[src/rtl/gumnut_data_responder.sv]
// Gumnut data-bus responder: classic-cycle Wishbone slave with a data RAM
// and a programmable number of wait states before the single-cycle ack.
module gumnut_data_responder #(
  parameter int ADDR_W      = 8,
  parameter int DATA_W      = 8,
  parameter int DEPTH       = 256,
  parameter int WAIT_STATES = 1
) (
  input  logic              clk,
  input  logic              rst,
  input  logic              cyc_i,
  input  logic              stb_i,
  input  logic              we_i,
  input  logic [ADDR_W-1:0] adr_i,
  input  logic [DATA_W-1:0] dat_i,
  output logic [DATA_W-1:0] dat_o,
  output logic              ack_o,
  output logic              busy_o
);

  localparam int          IDX_W   = (DEPTH > 1) ? $clog2(DEPTH) : 1;
  localparam int unsigned DEPTH_U = DEPTH;
  localparam logic [3:0]  WS_L    = 4'(WAIT_STATES);

  typedef enum logic [1:0] {ST_IDLE, ST_WAIT, ST_ACK} state_t;

  state_t              state_q;
  logic [3:0]          cnt_q;
  logic                ack_q;
  logic                busy_q;
  logic                dat_zero_q;   // dat_o forced to zero (after reset or unmapped load)
  logic [ADDR_W-1:0]   adr_q;
  logic [DATA_W-1:0]   wdat_q;
  logic                we_q;

  logic [DATA_W-1:0]   mem_q [DEPTH];
  logic [DATA_W-1:0]   rd_q;

  logic                accept_d;
  logic                to_ack_d;
  logic [ADDR_W-1:0]   rd_adr_d;
  logic                rd_we_d;
  logic                rd_map_d;
  logic                rd_en_d;
  logic                wr_en_d;
  logic                map_q_d;

  // Decode the transition into ACK and the RAM read/write strobes
  always_comb begin
    accept_d = (state_q == ST_IDLE) && cyc_i && stb_i;
    to_ack_d = (accept_d && (WS_L == 4'd0)) ||
               ((state_q == ST_WAIT) && cyc_i && (cnt_q == 4'd1));
    // In IDLE (zero wait states) the request is read straight off the bus,
    // otherwise from the latched copy
    rd_adr_d = (state_q == ST_IDLE) ? adr_i : adr_q;
    rd_we_d  = (state_q == ST_IDLE) ? we_i  : we_q;
    rd_map_d = (32'(rd_adr_d) < DEPTH_U);
    rd_en_d  = to_ack_d && !rd_we_d && rd_map_d && !rst;
    map_q_d  = (32'(adr_q) < DEPTH_U);
    // The store commits on the edge leaving ACK unless reset cancels it
    wr_en_d  = (state_q == ST_ACK) && we_q && map_q_d && !rst;
  end

  // Data RAM: write on ACK exit, registered read on the edge entering ACK
  always_ff @(posedge clk) begin
    if (wr_en_d) begin
      mem_q[adr_q[IDX_W-1:0]] <= wdat_q;
    end
    if (rd_en_d) begin
      rd_q <= mem_q[rd_adr_d[IDX_W-1:0]];
    end
  end

  // Bus handshake FSM with registered ack/busy outputs
  always_ff @(posedge clk) begin
    if (rst) begin
      state_q    <= ST_IDLE;
      cnt_q      <= 4'd0;
      ack_q      <= 1'b0;
      busy_q     <= 1'b0;
      dat_zero_q <= 1'b1;
    end else begin
      case (state_q)
        ST_IDLE: begin
          ack_q <= 1'b0;
          if (accept_d) begin
            adr_q  <= adr_i;
            wdat_q <= dat_i;
            we_q   <= we_i;
            cnt_q  <= WS_L;
            busy_q <= 1'b1;
            if (to_ack_d) begin
              state_q <= ST_ACK;
              ack_q   <= 1'b1;
              if (!we_i) begin
                dat_zero_q <= !rd_map_d;
              end
            end else begin
              state_q <= ST_WAIT;
            end
          end
        end
        ST_WAIT: begin
          if (!cyc_i) begin
            // Master abandoned the cycle: no ack, no write
            state_q <= ST_IDLE;
            busy_q  <= 1'b0;
            cnt_q   <= 4'd0;
          end else begin
            cnt_q <= cnt_q - 4'd1;
            if (to_ack_d) begin
              state_q <= ST_ACK;
              ack_q   <= 1'b1;
              if (!we_q) begin
                dat_zero_q <= !rd_map_d;
              end
            end
          end
        end
        ST_ACK: begin
          // Transfer is complete regardless of cyc_i
          state_q <= ST_IDLE;
          ack_q   <= 1'b0;
          busy_q  <= 1'b0;
        end
        default: begin
          state_q <= ST_IDLE;
          ack_q   <= 1'b0;
          busy_q  <= 1'b0;
        end
      endcase
    end
  end

  assign ack_o  = ack_q;
  assign busy_o = busy_q;
  assign dat_o  = dat_zero_q ? '0 : rd_q;

endmodule

[config.mk]
export PLATFORM = sky130hd
export DESIGN_NAME = gumnut_data_responder
export DESIGN_NICKNAME = d
export VERILOG_FILES = /design/src/rtl/gumnut_data_responder.sv
export SDC_FILE = /design/constraint.sdc
export NUM_CORES = 2
export LEC_CHECK = 0
export ABC_CLOCK_PERIOD_IN_PS = 4500
export CORE_MARGIN = 4
export CORE_UTILIZATION = 43
export CTS_CLUSTER_SIZE = 28
export DETAILED_ROUTE_END_ITERATION = 12
export PLACE_DENSITY_LB_ADDON = 0.3
export SYNTH_ARGS = -nofsm -noshare
export SYNTH_HDL_FRONTEND = slang
export SYNTH_SLANG_ARGS = --single-unit
[constraint.sdc]
create_clock -name clk -period 4.5 [get_ports clk]
set_input_delay 0.9 -clock clk [delete_from_list [all_inputs] [get_ports clk]]
set_output_delay 0.9 -clock clk [all_outputs]
set_load 0.02 [all_outputs]
==> metrics.md <==
| Metric | Value |
|---|---|
| Status | completed |
| Post-layout instance area | 0.09475 mm2 |
| Number of distinct standard cells referenced by the synthesized netlist | 63 |
| Critical path depth | 10 |
| Cell Rows | 159 |
| Critical path start-end classification | reg2reg |
| Hold bufs inserted after CTS | 0 |
| Clock sink count | 2082 |
| Seq. cell area | 0.06243 mm2 |
| Power density cells | 437.9 mW/mm2 |
| Worst-path maximum fanout | 49 |
| Cell area after placement | 0.08781 mm2 |
| Final period demand of the worst path | 4.000 ns |
| Post-detailed-route wirelength per cell | 27.27 um |
| Overall via count from detail_route | 48930 |
| Initial core utilization | 0.4334 |
| Slowest stage delay, CP | 0.77 ns |
| Number of global-route vias before repair | 47460 |
| Worst setup timing slack at the placement stage | -0.09090 ns |
| Fmax | 250.0 MHz |
| Max-slew violations | 0 |
| Total detailed-routing wirelength | 226700 um |
| Slowest-stage cell, CP | o21ai_0 |
| Static Leakage | 31.09 nW |
| Input/output buffers | 30 |
| Synth Instances | 5266 |
| Number of warnings printed during yosys synthesis | 0 |
| First-pass GRT wire length | 331300 um |
| Type of the worst min-delay path | reg2reg |
| Total clock buffers created by CTS | 203 |
| First-pass detailed-route iteration total | 8 |
| H-Tree Level Count | 4 |
| Hold violation total from the final report | 0 |
| Final setup violation count | 0 |
| Avg Inst Size Synth | 15.47 um2 |
| Final cycle utilization of the critical path | 0.8889 |
| Clock-pin transition on the worst setup and hold timing paths | 0.07 ns |
| Synthesized cell area | 0.08147 mm2 |
| Min-Delay Path Depth | 2 |
| Async set or reset register ratio after synthesis | 0 |
| Number of ports placed on the die boundary | 31 |
| Layout cell share with drive strength beyond 1 | 0.1590 |
| Capturing element type of the critical path | flip-flop |
| Internal reg-to-reg setup slack | 0.50 ns |
| Avg Vias per Cell | 5.885 |
| Post_cts resized | 0 |
| Largest net degree at the start of global routing | 220 |
| Height of the die | 443.3 um |
| Remaining design rule violation count | 0 |
| Overall fraction of global-route tracks in use | 0.2273 |
| Worst-Skew Late Latency | 0.88 ns |
| Placed wire-length estimate after detailed placement | 138900 um |
| Number of fill cells in the layout | 15460 |
| Headroom to the max-slew limit | 0.2381 |
| Count of buffer and inverter cells on the critical path | 2 |
| Total congestion overflow after global routing | 0 |
| PnR worst setup slack | 0.4999 ns |
| Horizontal die dimension | 443.3 um |
| Net count of the finished layout | 5664 |
| Top_reg_cell synth | edfxtp_1 |
| Area of the die | 0.1965 mm2 |
| Startpoint kind of the worst setup timing path | flip-flop |
| Number of DRC markers in iteration 0 | 5838 |
| Clock tree root driver cell | clkbuf_16 |
| Routability congestion estimate from global placement | 0.8746 |
| Antenna-violating nets left | 0 |
| CTS tree | done |
| CP arrival | 4.67 ns |
| Peak VDD IR | 0.3485 mV |
| Area growth from synthesis to layout | 16.29% |
| Number of cell instances on the worst register-to-register path | 10 |
| Cell class contributing the biggest share of worst-path delay | compound AO/OA/AOI/OAI gates |
| Number of nets in the synthesized netlist | 5289 |
| Area of the core region | 0.1880 mm2 |
| Worst clock skew on the final layout | 0.08605 ns |
| Number of enable flip-flop cells after synthesis | 2073 |
| Worst Tran Pin Value | 1.143 ns |
| Cell breakdown of the critical path | o21ai_0 > and2_4 > buf_4 > nand2_1 > a221oi_1 > o21ai_0 > a21oi_1 > nor3_1 > buf_4 > nor4_1 |
| Setup repair after global routing missed its margin | no |
| Footprint of the multi-input gates | 0.01743 mm2 |
| Initial antenna violation count | 8 |
| Setup TNS after final layout | 0 ns |
| Worst EP required | 5.17 ns |
| Setup repair bufs after CTS | 0 |
| Max-cap check violation count | 0 |
| Number of register bits inferred by synthesis | 2082 |
| Worst Hold Slack | 0.4821 ns |
| Sequential-to-total area share from yosys stat | 0.7663 |
| Longest Clk Path Bufs | 3 |
==> Yosys cell counts, types with 5 or more instances <==
library cell | instances | area share
a222oi_1 | 27 | 0.0033
and3_1 | 6 | 0.00046
mux4_1 | 7 | 0.0023
a32oi_1 | 98 | 0.011
a211o_1 | 15 | 0.0016
nor2b_1 | 13 | 0.0010
a21oi_1 | 305 | 0.019
a31oi_1 | 52 | 0.0040
nor4_1 | 35 | 0.0027
mux2i_1 | 252 | 0.031
nand3_1 | 180 | 0.011
nand2_1 | 810 | 0.037
inv_1 | 5 | 0.00023
a22o_1 | 14 | 0.0015
o211ai_1 | 11 | 0.0010
buf_2 | 96 | 0.0059
a22oi_1 | 18 | 0.0017
buf_4 | 34 | 0.0031
mux4_2 | 86 | 0.024
o21ai_0 | 96 | 0.0059
a211oi_1 | 35 | 0.0032
dfxtp_1 | 9 | 0.0022
o221ai_1 | 8 | 0.00086
nand4_1 | 101 | 0.0078
and2_1 | 5 | 0.00038
nor2_1 | 410 | 0.019
nor3b_1 | 6 | 0.00055
o22ai_1 | 65 | 0.0050
a221oi_1 | 94 | 0.010
buf_1 | 15 | 0.00069
buf_6 | 22 | 0.0030
edfxtp_1 | 2073 | 0.76
nor3_1 | 40 | 0.0025
clkbuf_1 | 179 | 0.0082
==> worst min-delay path: stages, from the launching register on <==
cell and delay (ns):
dfxtp_1 0.32, nand2_1 0.06, a21oi_1 0.05
==> path summary, 6_finish.rpt <==
| kind | start | endpoint |
|---|---|---|
| setup / recovery | state_q[0]$_SDFFE_PP0P_ | rd_q[2]$_DFFE_PP_ |
| hold / removal | ack_o$_SDFFE_PP0P_ | ack_o$_SDFFE_PP0P_ |
| setup reg to reg | state_q[0]$_SDFFE_PP0P_ | rd_q[2]$_DFFE_PP_ |
| hold reg to reg | ack_o$_SDFFE_PP0P_ | ack_o$_SDFFE_PP0P_ |
==> layout by cell type, fill, tap and decap left out, drive strengths merged, types with 18 or more instances in the layout <==
master         count
mux4              93
a211oi            35
nor3              41
clkbuf           228
nand4            101
a22oi             18
nor4              35
a221oi            94
buf              492
a222oi            27
o21ai             97
edfxtp          2073
a31oi             54
clkdlybuf4s50     30
nand2            812
nand3            180
a21oi            305
bufinv            27
clkinv           105
mux2i            253
a32oi             98
nor2             410
o22ai             65
==> sequential cells by signal, summed over array words and instances, names as in the netlist <==
name and cells:
state_q 2, busy_o 1, wdat_q 8, rd_q 8, adr_q 8, cnt_q 4
we_q 1, ack_o 1, mem_q 2048, dat_zero_q 1
==> through the flow <==
stage | total power, mW | cells | util
4_1_cts | 41.71 | 8311 | 0.5039
2_1_floorplan | 23.26 | 5266 | -
6_report | 41.49 | 8314 | 0.5040
3_3_place_gp | 24.42 | 7931 | 0.4671
3_5_place_dp | 24.44 | 7931 | 0.4671
5_1_grt | 42.78 | 8313 | 0.5040
==> power by group <==
| group | switching (mW) | total [mW] | leakage, nW | internal [mW] |
|---|---|---|---|---|
| sequential | 0.0117 | 21.2 | 18.7 | 21.2 |
| clock | 7.53 | 17.4 | 3.32 | 9.91 |
| combinational | 1.89 | 2.87 | 9.07 | 0.977 |
==> cell families (layout without fill, tap and decap cells) <==
logic type | Yosys count | in the layout | share of synthesized area
AOI/OAI and AO/OA | 854 | 854 | 0.06944
adders and majority gates | 2 | 2 | 0.0003071
buffers and inverters | 357 | 907 | 0.02221
DFF | 2082 | 2082 | 0.7663
muxes | 348 | 348 | 0.05748
other | 0 | 3 | 0
and+or+nand+nor | 1623 | 1623 | 0.08431
==> cell type report <==
class	instances	share of cell area
multi-input cells	2827	0.1840
repair buffers	522	0.05074
diodes	3	0.00007923
well taps	2495	0.03295
clock buffers	228	0.05460
clock inverters	152	0.01854
inverters	5	0.0001981
flip-flops and latches	2082	0.6589
==> per-layer routing <==
metal	routed length, um	global-route usage	vias up
li1	-	-	21212
met1	89460	0.3106	24982
met2	106500	0.3564	2303
met3	20780	0.04715	425
met4	9934	0.09484	8
met5	48	0	-
Note: power is estimated with default switching activity, not from simulation.
